<file path="config.mk">
export PLATFORM = sky130hd
export DESIGN_NAME = bscan_tap_ctrl
export DESIGN_NICKNAME = d
export VERILOG_FILES = /design/src/rtl/tap_pkg.sv /design/src/rtl/tap_fsm.sv /design/src/rtl/bscan_tap_ctrl.sv
export SDC_FILE = /design/constraint.sdc
export NUM_CORES = 1
export LEC_CHECK = 0
export BUFFER_PORTS_ARGS = -buffer_cell sky130_fd_sc_hd__clkbuf_2
export CORE_UTILIZATION = 45
export CTS_BUF_LIST = sky130_fd_sc_hd__clkbuf_16
export CTS_CLUSTER_DIAMETER = 50
export CTS_CLUSTER_SIZE = 40
export DETAILED_ROUTE_END_ITERATION = 16
export MAX_ROUTING_LAYER = met4
export PLACE_DENSITY_LB_ADDON = 0.08
export SLEW_MARGIN = 40
export SYNTH_ARGS = -nofsm -noshare
export SYNTH_HDL_FRONTEND = slang
export SYNTH_SLANG_ARGS = --single-unit
</file>
<file path="constraint.sdc">
create_clock -name clk_i -period 1.5 [get_ports clk_i]
set_input_delay 0.15 -clock clk_i [delete_from_list [all_inputs] [get_ports clk_i]]
set_output_delay 0.15 -clock clk_i [all_outputs]
set_load 0.005 [all_outputs]
</file>
<file path="src/rtl/tap_pkg.sv">
// Shared definitions for the boundary-scan TAP controller: the 16 TAP states,
// instruction opcodes and the fixed Capture-IR pattern.
package tap_pkg;

    typedef enum logic [3:0] {
        ST_TLR,
        ST_RTI,
        ST_SEL_DR,
        ST_CAP_DR,
        ST_SHIFT_DR,
        ST_EXIT1_DR,
        ST_PAUSE_DR,
        ST_EXIT2_DR,
        ST_UPD_DR,
        ST_SEL_IR,
        ST_CAP_IR,
        ST_SHIFT_IR,
        ST_EXIT1_IR,
        ST_PAUSE_IR,
        ST_EXIT2_IR,
        ST_UPD_IR
    } tap_state_e;

    // Opcodes narrower than the IR; BYPASS is all-ones at whatever width the IR is.
    localparam int unsigned OPC_EXTEST         = 0;
    localparam int unsigned OPC_SAMPLE_PRELOAD = 1;
    localparam int unsigned OPC_IDCODE         = 2;

    // Capture-IR loads {0.., 0, 1}; the two LSBs are the fixed marker bits.
    localparam logic [1:0] IR_CAPTURE_LSBS = 2'b01;

endpackage

</file>
<file path="src/rtl/tap_fsm.sv">
// 16-state TAP controller state machine, advanced on TCK rising by TMS.
// Produces one-hot decodes of the states that the data/instruction paths act on.
//
//  state     | meaning
//  ----------+-------------------------------------------
//  TLR       | test-logic-reset, test logic idle/reset
//  RTI       | run-test/idle
//  SEL_DR    | select DR scan (branch point)
//  CAP_DR    | leaving edge captures the selected DR
//  SHIFT_DR  | leaving edge shifts the selected DR
//  EXIT1_DR  | branch to pause or update
//  PAUSE_DR  | DR holds, no strobes
//  EXIT2_DR  | branch back to shift or update
//  UPD_DR    | leaving edge latches DR into outputs
//  SEL_IR..  | same meaning for the instruction path
module tap_fsm
    import tap_pkg::*;
(
    input  logic clk_i,
    input  logic rst_ni,
    input  logic tms_i,
    output logic tlr_o,
    output logic capture_dr_o,
    output logic shift_dr_o,
    output logic update_dr_o,
    output logic capture_ir_o,
    output logic shift_ir_o,
    output logic update_ir_o
);

    tap_state_e r_state;
    tap_state_e w_next;

    // State register; TRST forces Test-Logic-Reset immediately.
    always_ff @(posedge clk_i or negedge rst_ni) begin
        if (!rst_ni) r_state <= ST_TLR;
        else         r_state <= w_next;
    end

    // Next-state per TMS and the state decodes.
    always_comb begin
        w_next       = r_state;
        tlr_o        = 1'b0;
        capture_dr_o = 1'b0;
        shift_dr_o   = 1'b0;
        update_dr_o  = 1'b0;
        capture_ir_o = 1'b0;
        shift_ir_o   = 1'b0;
        update_ir_o  = 1'b0;
        case (r_state)
            ST_TLR:      begin w_next = tms_i ? ST_TLR      : ST_RTI;      tlr_o = 1'b1;        end
            ST_RTI:            w_next = tms_i ? ST_SEL_DR   : ST_RTI;
            ST_SEL_DR:         w_next = tms_i ? ST_SEL_IR   : ST_CAP_DR;
            ST_CAP_DR:   begin w_next = tms_i ? ST_EXIT1_DR : ST_SHIFT_DR; capture_dr_o = 1'b1; end
            ST_SHIFT_DR: begin w_next = tms_i ? ST_EXIT1_DR : ST_SHIFT_DR; shift_dr_o = 1'b1;   end
            ST_EXIT1_DR:       w_next = tms_i ? ST_UPD_DR   : ST_PAUSE_DR;
            ST_PAUSE_DR:       w_next = tms_i ? ST_EXIT2_DR : ST_PAUSE_DR;
            ST_EXIT2_DR:       w_next = tms_i ? ST_UPD_DR   : ST_SHIFT_DR;
            ST_UPD_DR:   begin w_next = tms_i ? ST_SEL_DR   : ST_RTI;      update_dr_o = 1'b1;  end
            ST_SEL_IR:         w_next = tms_i ? ST_TLR      : ST_CAP_IR;
            ST_CAP_IR:   begin w_next = tms_i ? ST_EXIT1_IR : ST_SHIFT_IR; capture_ir_o = 1'b1; end
            ST_SHIFT_IR: begin w_next = tms_i ? ST_EXIT1_IR : ST_SHIFT_IR; shift_ir_o = 1'b1;   end
            ST_EXIT1_IR:       w_next = tms_i ? ST_UPD_IR   : ST_PAUSE_IR;
            ST_PAUSE_IR:       w_next = tms_i ? ST_EXIT2_IR : ST_PAUSE_IR;
            ST_EXIT2_IR:       w_next = tms_i ? ST_UPD_IR   : ST_SHIFT_IR;
            ST_UPD_IR:   begin w_next = tms_i ? ST_SEL_DR   : ST_RTI;      update_ir_o = 1'b1;  end
            default:           w_next = ST_TLR;
        endcase
    end

endmodule

</file>
<file path="src/rtl/bscan_tap_ctrl.sv">
// JTAG TAP controller for the boundary-scan chain: instruction register,
// IDCODE/BYPASS data registers, chain strobes and the falling-edge TDO stage.
module bscan_tap_ctrl
    import tap_pkg::*;
#(
    parameter int          IR_WIDTH     = 4,
    parameter logic [31:0] IDCODE_VALUE = 32'h1000_0DB3
) (
    input  logic                clk_i,
    input  logic                rst_ni,
    input  logic                tms_i,
    input  logic                tdi_i,
    output logic                tdo_o,
    output logic                tdo_oe_o,
    output logic                bs_shift_dr_o,
    output logic                bs_capture_dr_o,
    output logic                bs_update_dr_o,
    output logic                bs_enable_o,
    output logic                bs_mode_o,
    output logic                bs_scan_in_o,
    input  logic                bs_scan_out_i,
    output logic [IR_WIDTH-1:0] ir_o
);

    localparam logic [IR_WIDTH-1:0] IR_EXTEST  = IR_WIDTH'(OPC_EXTEST);
    localparam logic [IR_WIDTH-1:0] IR_SAMPLE  = IR_WIDTH'(OPC_SAMPLE_PRELOAD);
    localparam logic [IR_WIDTH-1:0] IR_IDCODE  = IR_WIDTH'(OPC_IDCODE);
    localparam logic [IR_WIDTH-1:0] IR_CAPTURE = IR_WIDTH'(IR_CAPTURE_LSBS);

    logic w_tlr, w_cap_dr, w_shift_dr, w_upd_dr, w_cap_ir, w_shift_ir, w_upd_ir;
    logic [IR_WIDTH-1:0] r_ir, r_ir_sr, w_ir;
    logic [31:0] r_idcode_sr;
    logic r_bypass;
    logic r_tdo, r_tdo_oe;
    logic w_sel_chain, w_sel_idcode, w_dr_tdo;

    tap_fsm u_fsm (
        .clk_i        (clk_i),
        .rst_ni       (rst_ni),
        .tms_i        (tms_i),
        .tlr_o        (w_tlr),
        .capture_dr_o (w_cap_dr),
        .shift_dr_o   (w_shift_dr),
        .update_dr_o  (w_upd_dr),
        .capture_ir_o (w_cap_ir),
        .shift_ir_o   (w_shift_ir),
        .update_ir_o  (w_upd_ir)
    );

    // Reading IDCODE while in TLR makes the reset instruction visible the moment
    // TLR is entered, not one TCK later.
    assign w_ir         = w_tlr ? IR_IDCODE : r_ir;
    assign w_sel_chain  = (w_ir == IR_EXTEST) || (w_ir == IR_SAMPLE);
    assign w_sel_idcode = (w_ir == IR_IDCODE);

    assign ir_o            = w_ir;
    assign bs_enable_o     = w_sel_chain;
    assign bs_mode_o       = (w_ir == IR_EXTEST);
    assign bs_capture_dr_o = w_cap_dr   & w_sel_chain;
    assign bs_shift_dr_o   = w_shift_dr & w_sel_chain;
    assign bs_update_dr_o  = w_upd_dr   & w_sel_chain;
    assign bs_scan_in_o    = tdi_i;

    // Instruction shift register and instruction latch.
    always_ff @(posedge clk_i or negedge rst_ni) begin
        if (!rst_ni) begin
            r_ir    <= IR_IDCODE;
            r_ir_sr <= '0;
        end else if (w_tlr) begin
            r_ir    <= IR_IDCODE;
            r_ir_sr <= '0;
        end else begin
            if (w_cap_ir)        r_ir_sr <= IR_CAPTURE;
            else if (w_shift_ir) r_ir_sr <= {tdi_i, r_ir_sr[IR_WIDTH-1:1]};
            if (w_upd_ir)        r_ir    <= r_ir_sr;
        end
    end

    // IDCODE and BYPASS data registers; both track Shift-DR, TDO picks one.
    always_ff @(posedge clk_i or negedge rst_ni) begin
        if (!rst_ni) begin
            r_idcode_sr <= '0;
            r_bypass    <= 1'b0;
        end else if (w_tlr) begin
            r_bypass    <= 1'b0;
        end else if (w_cap_dr) begin
            r_idcode_sr <= IDCODE_VALUE;
            r_bypass    <= 1'b0;
        end else if (w_shift_dr) begin
            r_idcode_sr <= {tdi_i, r_idcode_sr[31:1]};
            r_bypass    <= tdi_i;
        end
    end

    assign w_dr_tdo = w_sel_chain  ? bs_scan_out_i :
                      w_sel_idcode ? r_idcode_sr[0] : r_bypass;

    // TDO launched on TCK falling so the far end samples it on the next rising edge.
    always_ff @(negedge clk_i or negedge rst_ni) begin
        if (!rst_ni) begin
            r_tdo    <= 1'b0;
            r_tdo_oe <= 1'b0;
        end else if (w_tlr) begin
            r_tdo    <= 1'b0;
            r_tdo_oe <= 1'b0;
        end else if (w_shift_ir) begin
            r_tdo    <= r_ir_sr[0];
            r_tdo_oe <= 1'b1;
        end else if (w_shift_dr) begin
            r_tdo    <= w_dr_tdo;
            r_tdo_oe <= 1'b1;
        end else begin
            r_tdo_oe <= 1'b0;
        end
    end

    assign tdo_o    = r_tdo;
    assign tdo_oe_o = r_tdo_oe;

endmodule
</file>
=== Word level (Yosys, flattened, before mapping) ===
Cells that the tools add are included.
W data, S select, Z words.

* Equality and inequality tests: 17
* Reductions and logical operators: 12
* Mux-type cells: 39
* Bitwise logic cells: 4

{| class="wikitable"
|+ Operator list
! kind !! count
|-
| $mux W32 || 2
|-
| $pmux W4 S12 || 1
|-
| $mux W4 || 10
|-
| $eq A4 B4 Y1 const B || 8
|-
| $mux W1 || 21
|-
| $eq A4 B3 Y1 const B || 4
|-
| $eq A4 B2 Y1 const B || 3
|-
| $reduce_bool A3 Y1 || 3
|-
| $eq A4 B1 Y1 const B || 2
|-
| $logic_not A4 Y1 || 2
|-
| $mux W2 || 3
|-
| $mux W3 || 2
|-
| $reduce_bool A2 Y1 || 2
|-
| $reduce_or A2 Y1 || 2
|-
| $and A1 B1 Y1 || 3
|-
| $reduce_or A3 Y1 || 1
|-
| $reduce_and A2 Y1 || 1
|-
| $logic_or A1 B1 Y1 || 1
|-
| $not A1 Y1 || 1
|}

* Input port bits: 5
* Flip-flop bits (word level): 47

=== Depth between registers and ports, before layout ===
Gate-level depths: netlist (run 1).

* Word-level depth: 9
* Gate-level depth with buffers: 7

=== By module ===
From an unflattened synthesis (run 1), not the netlist that was laid out.

* Cells, all modules: 240
* Area total of the unflattened synthesis: 2,229.6 µm²

{| class="wikitable"
|+ Modules (own cells, without submodules)
! module !! cells an instance !! times used !! seq. area each (µm²) !! area an instance (µm²)
|-
| bscan_tap_ctrl || 194 || 1 || 1,077.3 || 1,890.6
|-
| tap_fsm || 46 || 1 || 100.1 || 339.1
|}

==> results_dict.tcl, run 1 <==
set metrics [dict create \
    status "complete, but fails checks" \
    violations "setup timing" \
    grt_first_pass_wirelength_mm 9.48 \
    cp_max_fo 3 \
    groute.layer.met1.usage 0.313 \
    crit_path_end_kind "flop" \
    ioPinCount 17 \
    synthArstFlopShare 1.00 \
    grt_antenna_before_repair 0 \
    synth_fp_nets 270 \
    num_antenna_cells 0 \
    initial_util 0.474 \
    drc 0 \
    power.ir.vdd_worst_mv 1.01 \
    cts_made_buffers 5 \
    finish.net_count 319 \
    timing.hold.worst_path_depth 2 \
    final_layout_size_suffix_gt1_frac 0.530 \
    nFillCells 302 \
    classification_of_the_worst_setup_path "flop to flop" \
    whs_ps 217 \
    min-delay-path-class "input pin to flop" \
    syn-cell-area_um2 2250 \
    synth-edff-count 0 \
    synthDistinctLibCells 41 \
    setup-violations-final 52 \
    clock-sinks 47 \
    insertion_delay_ps 300 \
    p_leak_nw 1.61 \
    ys_seq_elements 47 \
    die_area_um2 5290 \
    synth_top_cell_by_area "sky130_fd_sc_hd__dfrtp_1" \
    route.detailed.wl_per_inst_um 16.8 \
    worst-endpoint-arrival_ps 1800 \
    die_height_um 72.7 \
    timing.clock.skew_ps 21.1 \
    yosysMostFrequentCell "sky130_fd_sc_hd__nand2_1" \
    tritoncts_clock_tree "built" \
    drt_pre_antenna_iters 4 \
    core-area_um2 4750 \
    drt.antenna.violating_nets 0 \
    synth.avg_cell_area_um2 8.50 \
    clock_tree.htree_level_count 2 \
    worst_slack_ps -713 \
    grt.overflow.total 0 \
    clkSlewWorstSetupHoldPaths_ps 60 \
    seq_area_frac_synth 0.523 \
    row_count 25 \
    yosys.area.top_type_share 0.489 \
    power_density_nw_per_um2 2190 \
    synth-warning-count 0 \
    worst_slew_pin_slew_ps 522 \
    global_route_usage_sum 0.245 \
    final_layout_setup_total_negative_slack_ps -20630 \
    initialDrtViolationCount 136 \
    dominantRegCellSynth "sky130_fd_sc_hd__dfrtp_1" \
    grt_start_max_net_pins 41 \
    worst_setup_path_start_kind "flop" \
    rsz0062_at_grt "yes" \
    routabilityCongestion 0.829 \
    cp.required_ps 1080 \
    most_frequent_cells_after_synthesis "sky130_fd_sc_hd__nand2_1 (67), sky130_fd_sc_hd__dfrtp_1 (44), sky130_fd_sc_hd__o21ai_0 (38)" \
    grtUsageMet3 0.0470 \
    cts.root.buffer_cell "sky130_fd_sc_hd__clkbuf_16" \
    gr-usage-met2 0.393 \
    area.growth.synth_to_final_pct 61.4 \
    numPortBuffers 16 \
    synth_area_leaders "sky130_fd_sc_hd__dfrtp_1 (49%), sky130_fd_sc_hd__nand2_1 (11%), sky130_fd_sc_hd__o21ai_0 (8.4%), sky130_fd_sc_hd__nor2_1 (3.5%), sky130_fd_sc_hd__clkbuf_1 (2.8%)" \
    maxCapViolCount 0 \
    worst-r2r-cell-count 5 \
    drv_slew 0 \
    cts_max_path_buffers 2 \
    r2r_setup_slack_ps -710 \
    worst_slew_margin_relative_to_its_limit 0.652 \
    vias_per_cell 5.45 \
    via_count_of_the_routed_design 2082 \
    postRouteWirelength_mm 6.42 \
    grt_pass1_vias 1926 \
    hold_viol_final 0 \
    instance_count_of_the_mapped_netlist 265 \
    grt.busiest_layer "met2" \
    die-width_um 72.7 \
    detailedPlacementHpwl_mm 3.01 \
]
per-layer routing:
metal  wire [um]  part of all wire
met5           0                 0
met4         122             0.019
met3         106             0.017
met2        3350              0.52
met1        2840              0.44
timing repair:
action	CTS	global route
resized for setup	38	117
setup endpoints to repair	52	58
gates cloned	8	1
setup buffers	10	8
hold endpoints to repair	5	0
pin swaps	9	29
hold buffers	1	0
flip-flops by register name (all words and copies together) (netlist names):
| register | flops |
|---|---|
| tdo_o | 1 |
| r_ir_sr | 4 |
| tdo_oe_o | 1 |
| r_ir | 4 |
| u_fsm.r_state | 4 |
| r_bypass | 1 |
| r_idcode_sr | 32 |
critical path: stages (launching register included):
cell and delay, ps:
sky130_fd_sc_hd__dfrtp_2 450, sky130_fd_sc_hd__buf_6 140, sky130_fd_sc_hd__and3b_1 210, sky130_fd_sc_hd__a21oi_2 120
sky130_fd_sc_hd__or4b_4 470, sky130_fd_sc_hd__a21oi_2 120
logic make-up (layout without fill, tap and decap cells):
| family | Yosys count | after routing | share of synthesized area |
|---|---|---|---|
| AND/OR/NAND/NOR | 121 | 121 | 0.245 |
| AO/OA/AOI/OAI | 66 | 66 | 0.166 |
| flip-flops | 47 | 47 | 0.523 |
| buffers and inverters | 30 | 80 | 0.0622 |
| XOR/XNOR | 1 | 1 | 0.00389 |
final timing paths:
| kind | from | end |
|---|---|---|
| max in group asynchronous | rst_ni | tdo_oe_o |
| max reg2reg | u_fsm.r_state[3] | tdo_o |
| min reg2reg | r_idcode_sr[31] | r_idcode_sr[31] |
| min in group asynchronous | rst_ni | r_ir[2] |
| max | u_fsm.r_state[3] | tdo_o |
| min | tms_i | u_fsm.r_state[3] |
metrics by stage:
step | std cells | worst slack [ps] | area [um^2] | utilization | power (W)
final | 382 | -713 | 3630 | 0.764 | 0.00797
after global routing | 382 | -762 | 3630 | 0.764 | 0.00836
after CTS | 374 | -655 | 3140 | 0.661 | 0.00665
after detailed placement | 347 | -729 | 2490 | 0.524 | 0.00387
after global placement | 347 | -731 | 2490 | 0.524 | 0.00384
after floorplan | 265 | -760 | 2310 | - | 0.00351
area by class of cell:
type,instances,area (um^2),area share
Clock buffer,5,125,0.0344
Multi-Input combinational cell,188,1380,0.380
Clock inverter,3,63.8,0.0176
Tap cell,67,83.8,0.0231
Inverter,7,26.3,0.00723
Timing Repair Buffer,65,773,0.213
Sequential cell,47,1180,0.325
where the power goes:
group	switching (W)	internal, W	leakage [nW]
combinational	0.00208	0.00236	0.890
sequential	0.000424	0.00167	0.625
clock	0.000479	0.000949	0.0952
total	0.00298	0.00498	1.61
layout by cell type, fill, tap and decap left out, drive strengths merged, types with 3 or more instances in the layout:
master / n
nor3: 3
nand3: 5
and2: 3
o21ai: 38
nor2: 21
inv: 8
nand2b: 4
dfrtp: 44
buf: 49
or4b: 3
nand2: 67
a21oi: 11
clkbuf: 20
a22o: 3
o22ai: 4
Power figures use the tool's default switching activity.
==> run 2: changes to the inputs <==
CORE_UTILIZATION = 53   (was 45)
PLACE_DENSITY = 0.74   (was not set)
PLACE_DENSITY_LB_ADDON = not set   (was 0.08)
==> run 2 against run 1 <==
  * Register-to-register slack worse by 40 ps
  * Clock skew is 2.1 ps higher
  * Combinational power fell by 8.6%
  * The flow still finishes with violations (setup timing)
  * Final area fell by 8.1%
  * Hold slack gained 20 ps
  * Worst setup slack got worse by 36 ps
  * Clock power fell by 24%
==> results_dict.tcl, run 2 (synthesis gave the netlist of run 1 again) <==
set metrics [dict create \
    clock_tree.htree_level_count 2 \
    routabilityCongestion 0.839 \
    worstReg2RegStart "u_fsm.r_state[3]" \
    worst_slack_ps -748 \
    p_leak_nw 1.50 \
    drv_slew 0 \
    clock-sinks 47 \
    drt_pre_antenna_iters 4 \
    rsz0062_at_grt "yes" \
    finish.net_count 313 \
    power_density_nw_per_um2 2170 \
    die_height_um 67.2 \
    final_common_cell "sky130_fd_sc_hd__dfrtp_1" \
    worstSetupStartpoint "u_fsm.r_state[3]" \
    global_route_usage_sum 0.317 \
    grt_antenna_before_repair 0 \
    largest_reg_flops 32 \
    cp_top_family "simple AND/OR/NAND/NOR gates" \
    final_layout_size_suffix_gt1_frac 0.492 \
    die_area_um2 4510 \
    detailedPlacementHpwl_mm 3.06 \
    worst_setup_path_start_kind "flop" \
    cp.required_ps 1080 \
    cts_made_buffers 5 \
    status "complete, but fails checks" \
    grt_pass1_vias 2014 \
    endpoint "tdo_o" \
    critical_path_buf_inv_count 0 \
    r2r_setup_slack_ps -750 \
    power.ir.vdd_worst_mv 1.35 \
    row_count 23 \
    cts.root.buffer_cell "sky130_fd_sc_hd__clkbuf_16" \
    place_ws_ps -749 \
    area.growth.synth_to_final_pct 48.3 \
    route.detailed.wl_per_inst_um 19.4 \
    hold_viol_final 0 \
    worst_slew_margin_relative_to_its_limit 0.686 \
    core-area_um2 4030 \
    min-delay-path-class "input pin to flop" \
    timing.hold.worst_path_depth 2 \
    initialDrtViolationCount 165 \
    num_antenna_cells 0 \
    final_area_um2 3340 \
    numPortBuffers 16 \
    postRouteWirelength_mm 6.97 \
    clkSlewWorstSetupHoldPaths_ps 60 \
    tritoncts_clock_tree "built" \
    insertion_delay_ps 300 \
    slowest_stage "sky130_fd_sc_hd__or4b_4" \
    crit_path_end_kind "flop" \
    worst-r2r-cell-count 4 \
    grt.overflow.total 0 \
    ioPinCount 17 \
    post_dp_cell_area_um2 2470 \
    worstPathCellList "nor4_4 > nor3_1 > or4b_4 > a21oi_2" \
    layout.cells.most_common_list "sky130_fd_sc_hd__dfrtp_1 (41), sky130_fd_sc_hd__nand2_1 (36), sky130_fd_sc_hd__o21ai_2 (26), sky130_fd_sc_hd__buf_4 (22), sky130_fd_sc_hd__nor2_1 (19)" \
    registers.top_by_ff_count "r_idcode_sr" \
    initial_util 0.559 \
    grt_start_max_net_pins 38 \
    worst-endpoint-arrival_ps 1830 \
    cp_max_fo 3 \
    grt_first_pass_wirelength_mm 10.0 \
    maxCapViolCount 0 \
    classification_of_the_worst_setup_path "flop to flop" \
    timing.clock.skew_ps 23.1 \
    setup-violations-final 56 \
    vias_per_cell 5.92 \
    violations "setup timing" \
    critical_path_depth 4 \
    drc 0 \
    cts_max_path_buffers 2 \
    worstReg2RegEnd "tdo_o" \
    worst_slew_pin_slew_ps 470 \
    drt.antenna.violating_nets 0 \
    die-width_um 67.2 \
    crit_path_max_cell_delay_ps 550 \
    via_count_of_the_routed_design 2125 \
]
[run 2: cell count changes in the layout (fill, tap and decap cells not counted), moves of 3 or more]
cell                      previous run  this run
sky130_fd_sc_hd__and2_1              0         3
sky130_fd_sc_hd__and2_4              3         0
sky130_fd_sc_hd__buf_12              8         4
sky130_fd_sc_hd__buf_16              7         3
sky130_fd_sc_hd__nand2_1            31        36
sky130_fd_sc_hd__nand2_4            19        16
sky130_fd_sc_hd__nor2_2              4         1
sky130_fd_sc_hd__o21ai_1            15         4
sky130_fd_sc_hd__o21ai_2            18        26
[run 2: worst register-to-register path, stage by stage (launching register included)]
cell	delay (ps)
sky130_fd_sc_hd__dfrtp_2	450
sky130_fd_sc_hd__nor4_4	320
sky130_fd_sc_hd__nor3_1	70
sky130_fd_sc_hd__or4b_4	550
sky130_fd_sc_hd__a21oi_2	150
[run 2: cell type report]
cell class / count / area (um^2)
clock buffer: 5 / 125
clock inverter: 3 / 20.0
timing repair buffer: 58 / 568
inverter: 7 / 26.3
sequential: 47 / 1180
tap: 50 / 62.6
multi-input combinational: 189 / 1360
fill: 210 / 688
[run 2: power by group]
part           internal (W)  leakage, nW  switching, W
Clock              0.000615       0.0674      0.000477
Sequential          0.00167        0.626      0.000420
Combinational       0.00193        0.804       0.00213
Total               0.00421         1.50       0.00302
[run 2: timing repair]
item	4_1_cts	5_1_grt
setup endpoints to repair	52	56
hold endpoints to repair	7	0
pin swaps	19	25
hold buffers	1	0
gates cloned	7	0
gates resized for setup	71	71
setup buffers	14	4
[run 2: through the flow]
stage | total power, W | setup TNS (ps) | std cells | utilization | hold slack (ps)
6_report | 0.00724 | -21940 | 359 | 0.829 | 237
5_1_grt | 0.00758 | -23860 | 359 | 0.829 | 263
4_1_cts | 0.00656 | -20730 | 360 | 0.783 | 217
3_5_place_dp | 0.00391 | -11690 | 330 | 0.613 | 46.4
3_3_place_gp | 0.00384 | -11140 | 330 | 0.613 | 31.2
2_1_floorplan | 0.00351 | -1690 | 265 | - | -146
[run 2: layer usage]
metal | track usage | vias up | wire (um)
li1 | - | 980 | -
met1 | 0.405 | 1060 | 2920
met2 | 0.509 | 68 | 3620
met3 | 0.0507 | 17 | 258
met4 | 0.117 | 0 | 167
met5 | - | - | 0
[run 2: how the worst min path moves through the flow]
| stage | start | end | slack, ps |
|---|---|---|---|
| final | tms_i | u_fsm.r_state[3] | 240 |
| after global placement | rst_ni | r_idcode_sr[6] | 30 |
| after global routing | tms_i | u_fsm.r_state[3] | 260 |
| after detailed placement | rst_ni | r_idcode_sr[6] | 50 |
| after CTS | tms_i | u_fsm.r_state[3] | 220 |
| after floorplan | rst_ni | r_bypass | -150 |
==> run 3: changes to the inputs <==
CORE_UTILIZATION = 55   (was 53)
clock period = 2.3 ns   (was 1.5 ns; I/O delays follow)
==> run 3 against run 2 <==
  * The run still ends with setup timing left
  * Sequential share of layout area increased by 8.4 points
  * Utilization decreased by 12 points
  * Clock-buffer cell count unchanged
  * Cell count decreased by 4.7%
  * Sequential power decreased by 40%
  * Global-route usage decreased by 7.1 points
  * Hold slack improved by 66 ps
  * Routed wire length decreased by 33%
==> results_dict.tcl, run 3 (synthesis gave the netlist of run 1 again) <==
set metrics [dict create \
    registers.top_by_ff_count "r_idcode_sr" \
    global_route_usage_sum 0.246 \
    worst_slew_pin_slew_ps 448 \
    final_area_um2 2700 \
    drv_slew 0 \
    switching_power_w 0.00125 \
    rsz0062_at_grt "yes" \
    clock-sinks 47 \
    grt_pass1_vias 1628 \
    ioPinCount 17 \
    vias_per_cell 5.52 \
    num_antenna_cells 0 \
    power.ir.vdd_worst_mv 0.820 \
    post_dp_cell_area_um2 2460 \
    drc 0 \
    timing.clock.skew_ps 21.6 \
    grt_first_pass_wirelength_mm 7.68 \
    worst_slew_margin_relative_to_its_limit 0.702 \
    share_clk_of_total_power 0.245 \
    grt.overflow.total 0 \
    worst-endpoint-arrival_ps 1580 \
    final_layout_setup_total_negative_slack_ps -363 \
    grt_start_max_net_pins 38 \
    final_layout_size_suffix_gt1_frac 0.211 \
    cp.required_ps 1300 \
    drt_pre_antenna_iters 5 \
    core-area_um2 3800 \
    setup-violations-final 2 \
    hold_viol_final 0 \
    row_count 22 \
    cp_max_fo 4 \
    cts_made_buffers 5 \
    route.detailed.wl_per_inst_um 13.7 \
    cts.root.buffer_cell "sky130_fd_sc_hd__clkbuf_16" \
    maxCapViolCount 0 \
    finish.net_count 298 \
    initialDrtViolationCount 132 \
    postRouteWirelength_mm 4.70 \
    min-delay-path-class "input pin to flop" \
    switching_share 0.369 \
    cts_max_path_buffers 2 \
    initial_util 0.593 \
    tritoncts_clock_tree "built" \
    grt_antenna_before_repair 0 \
    detailedPlacementHpwl_mm 3.09 \
    power_density_nw_per_um2 1260 \
    largest_reg_flops 32 \
    report.power.total_w 0.00340 \
    status "complete, but fails checks" \
    layout.cells.most_common_list "sky130_fd_sc_hd__nand2_1 (67), sky130_fd_sc_hd__dfrtp_1 (41), sky130_fd_sc_hd__o21ai_0 (38), sky130_fd_sc_hd__buf_4 (27), sky130_fd_sc_hd__nor2_1 (20)" \
    insertion_delay_ps 300 \
    worst_setup_path_start_kind "flop" \
    violations "setup timing" \
    crit_path_end_kind "flop" \
    internal_power_w 0.00215 \
    clock_tree.htree_level_count 2 \
    routabilityCongestion 0.855 \
    die-width_um 66.0 \
    via_count_of_the_routed_design 1889 \
    combinationalPowerShare 0.385 \
    worst_slack_ps -275 \
    die_height_um 66.0 \
    reg_power_frac 0.371 \
    numPortBuffers 16 \
    die_area_um2 4350 \
    p_leak_nw 1.25 \
    area.growth.synth_to_final_pct 19.9 \
    clkSlewWorstSetupHoldPaths_ps 60 \
    drt.antenna.violating_nets 0 \
    final_common_cell "sky130_fd_sc_hd__nand2_1" \
    classification_of_the_worst_setup_path "flop to flop" \
]
-- run 3: path summary, 6_finish.rpt --
path	start	to	slack, ps	cells past startpoint
max	u_fsm.r_state[3]	tdo_o	-280	4
min	tms_i	u_fsm.r_state[3]	300	2
max reg2reg	u_fsm.r_state[3]	tdo_o	-280	4
min reg2reg	r_idcode_sr[25]	r_idcode_sr[25]	480	2
max in group asynchronous	rst_ni	tdo_oe_o	680	2
min in group asynchronous	rst_ni	r_ir_sr[0]	350	2
-- run 3: through the flow --
step                hold slack [ps]  utilization  std cells  setup slack, ps
finish                          303        0.711        342             -275
global route                    319        0.711        342             -347
CTS                             298        0.707        341             -258
detailed placement              121        0.648        329             -386
global placement                120        0.648        329             -367
floorplan                     -65.6            -        265             -360
-- run 3: layout make-up --
type	instances	area, um^2
flip-flops and latches	47	1180
clock buffers	5	125
multi-input cells	188	967
well taps	48	60.1
clock inverters	3	47.5
fillers	290	1100
inverters	7	26.3
repair buffers	44	293
-- run 3: timing repair --
action                                  4_1_cts  5_1_grt
pin swaps                                     5        0
gates cloned                                  0        0
resized for setup                             6        2
hold buffers                                  1        0
endpoints found under the setup margin        2        2
setup buffers                                 3        1
hold endpoints to repair                      8        0
-- run 3: worst max-delay path, stage by stage, from the launching register on --
cell and delay (ps):
sky130_fd_sc_hd__dfrtp_2 430, sky130_fd_sc_hd__buf_4 150, sky130_fd_sc_hd__or4b_4 500, sky130_fd_sc_hd__o21ai_0 130, sky130_fd_sc_hd__a21oi_2 80
-- run 3: power by group through the flow --
stage | Combinational (W) | Clock [W] | Sequential, W
after CTS | 0.00130 | 0.000843 | 0.00126
after global placement | 0.00118 | 0 | 0.00125
final | 0.00131 | 0.000832 | 0.00126
after detailed placement | 0.00122 | 0 | 0.00126
after floorplan | 0.000942 | 0 | 0.00121
after global routing | 0.00147 | 0.000879 | 0.00129
-- run 3: layer usage --
| metal | wire, um | vias to the layer above | track usage | part of all wire |
|---|---|---|---|---|
| met1 | 2240 | 881 | 0.321 | 0.48 |
| li1 | - | 944 | - | - |
| met2 | 2170 | 48 | 0.364 | 0.46 |
| met5 | 0 | - | - | 0 |
| met3 | 191 | 16 | 0.0655 | 0.041 |
| met4 | 107 | 0 | 0.104 | 0.023 |
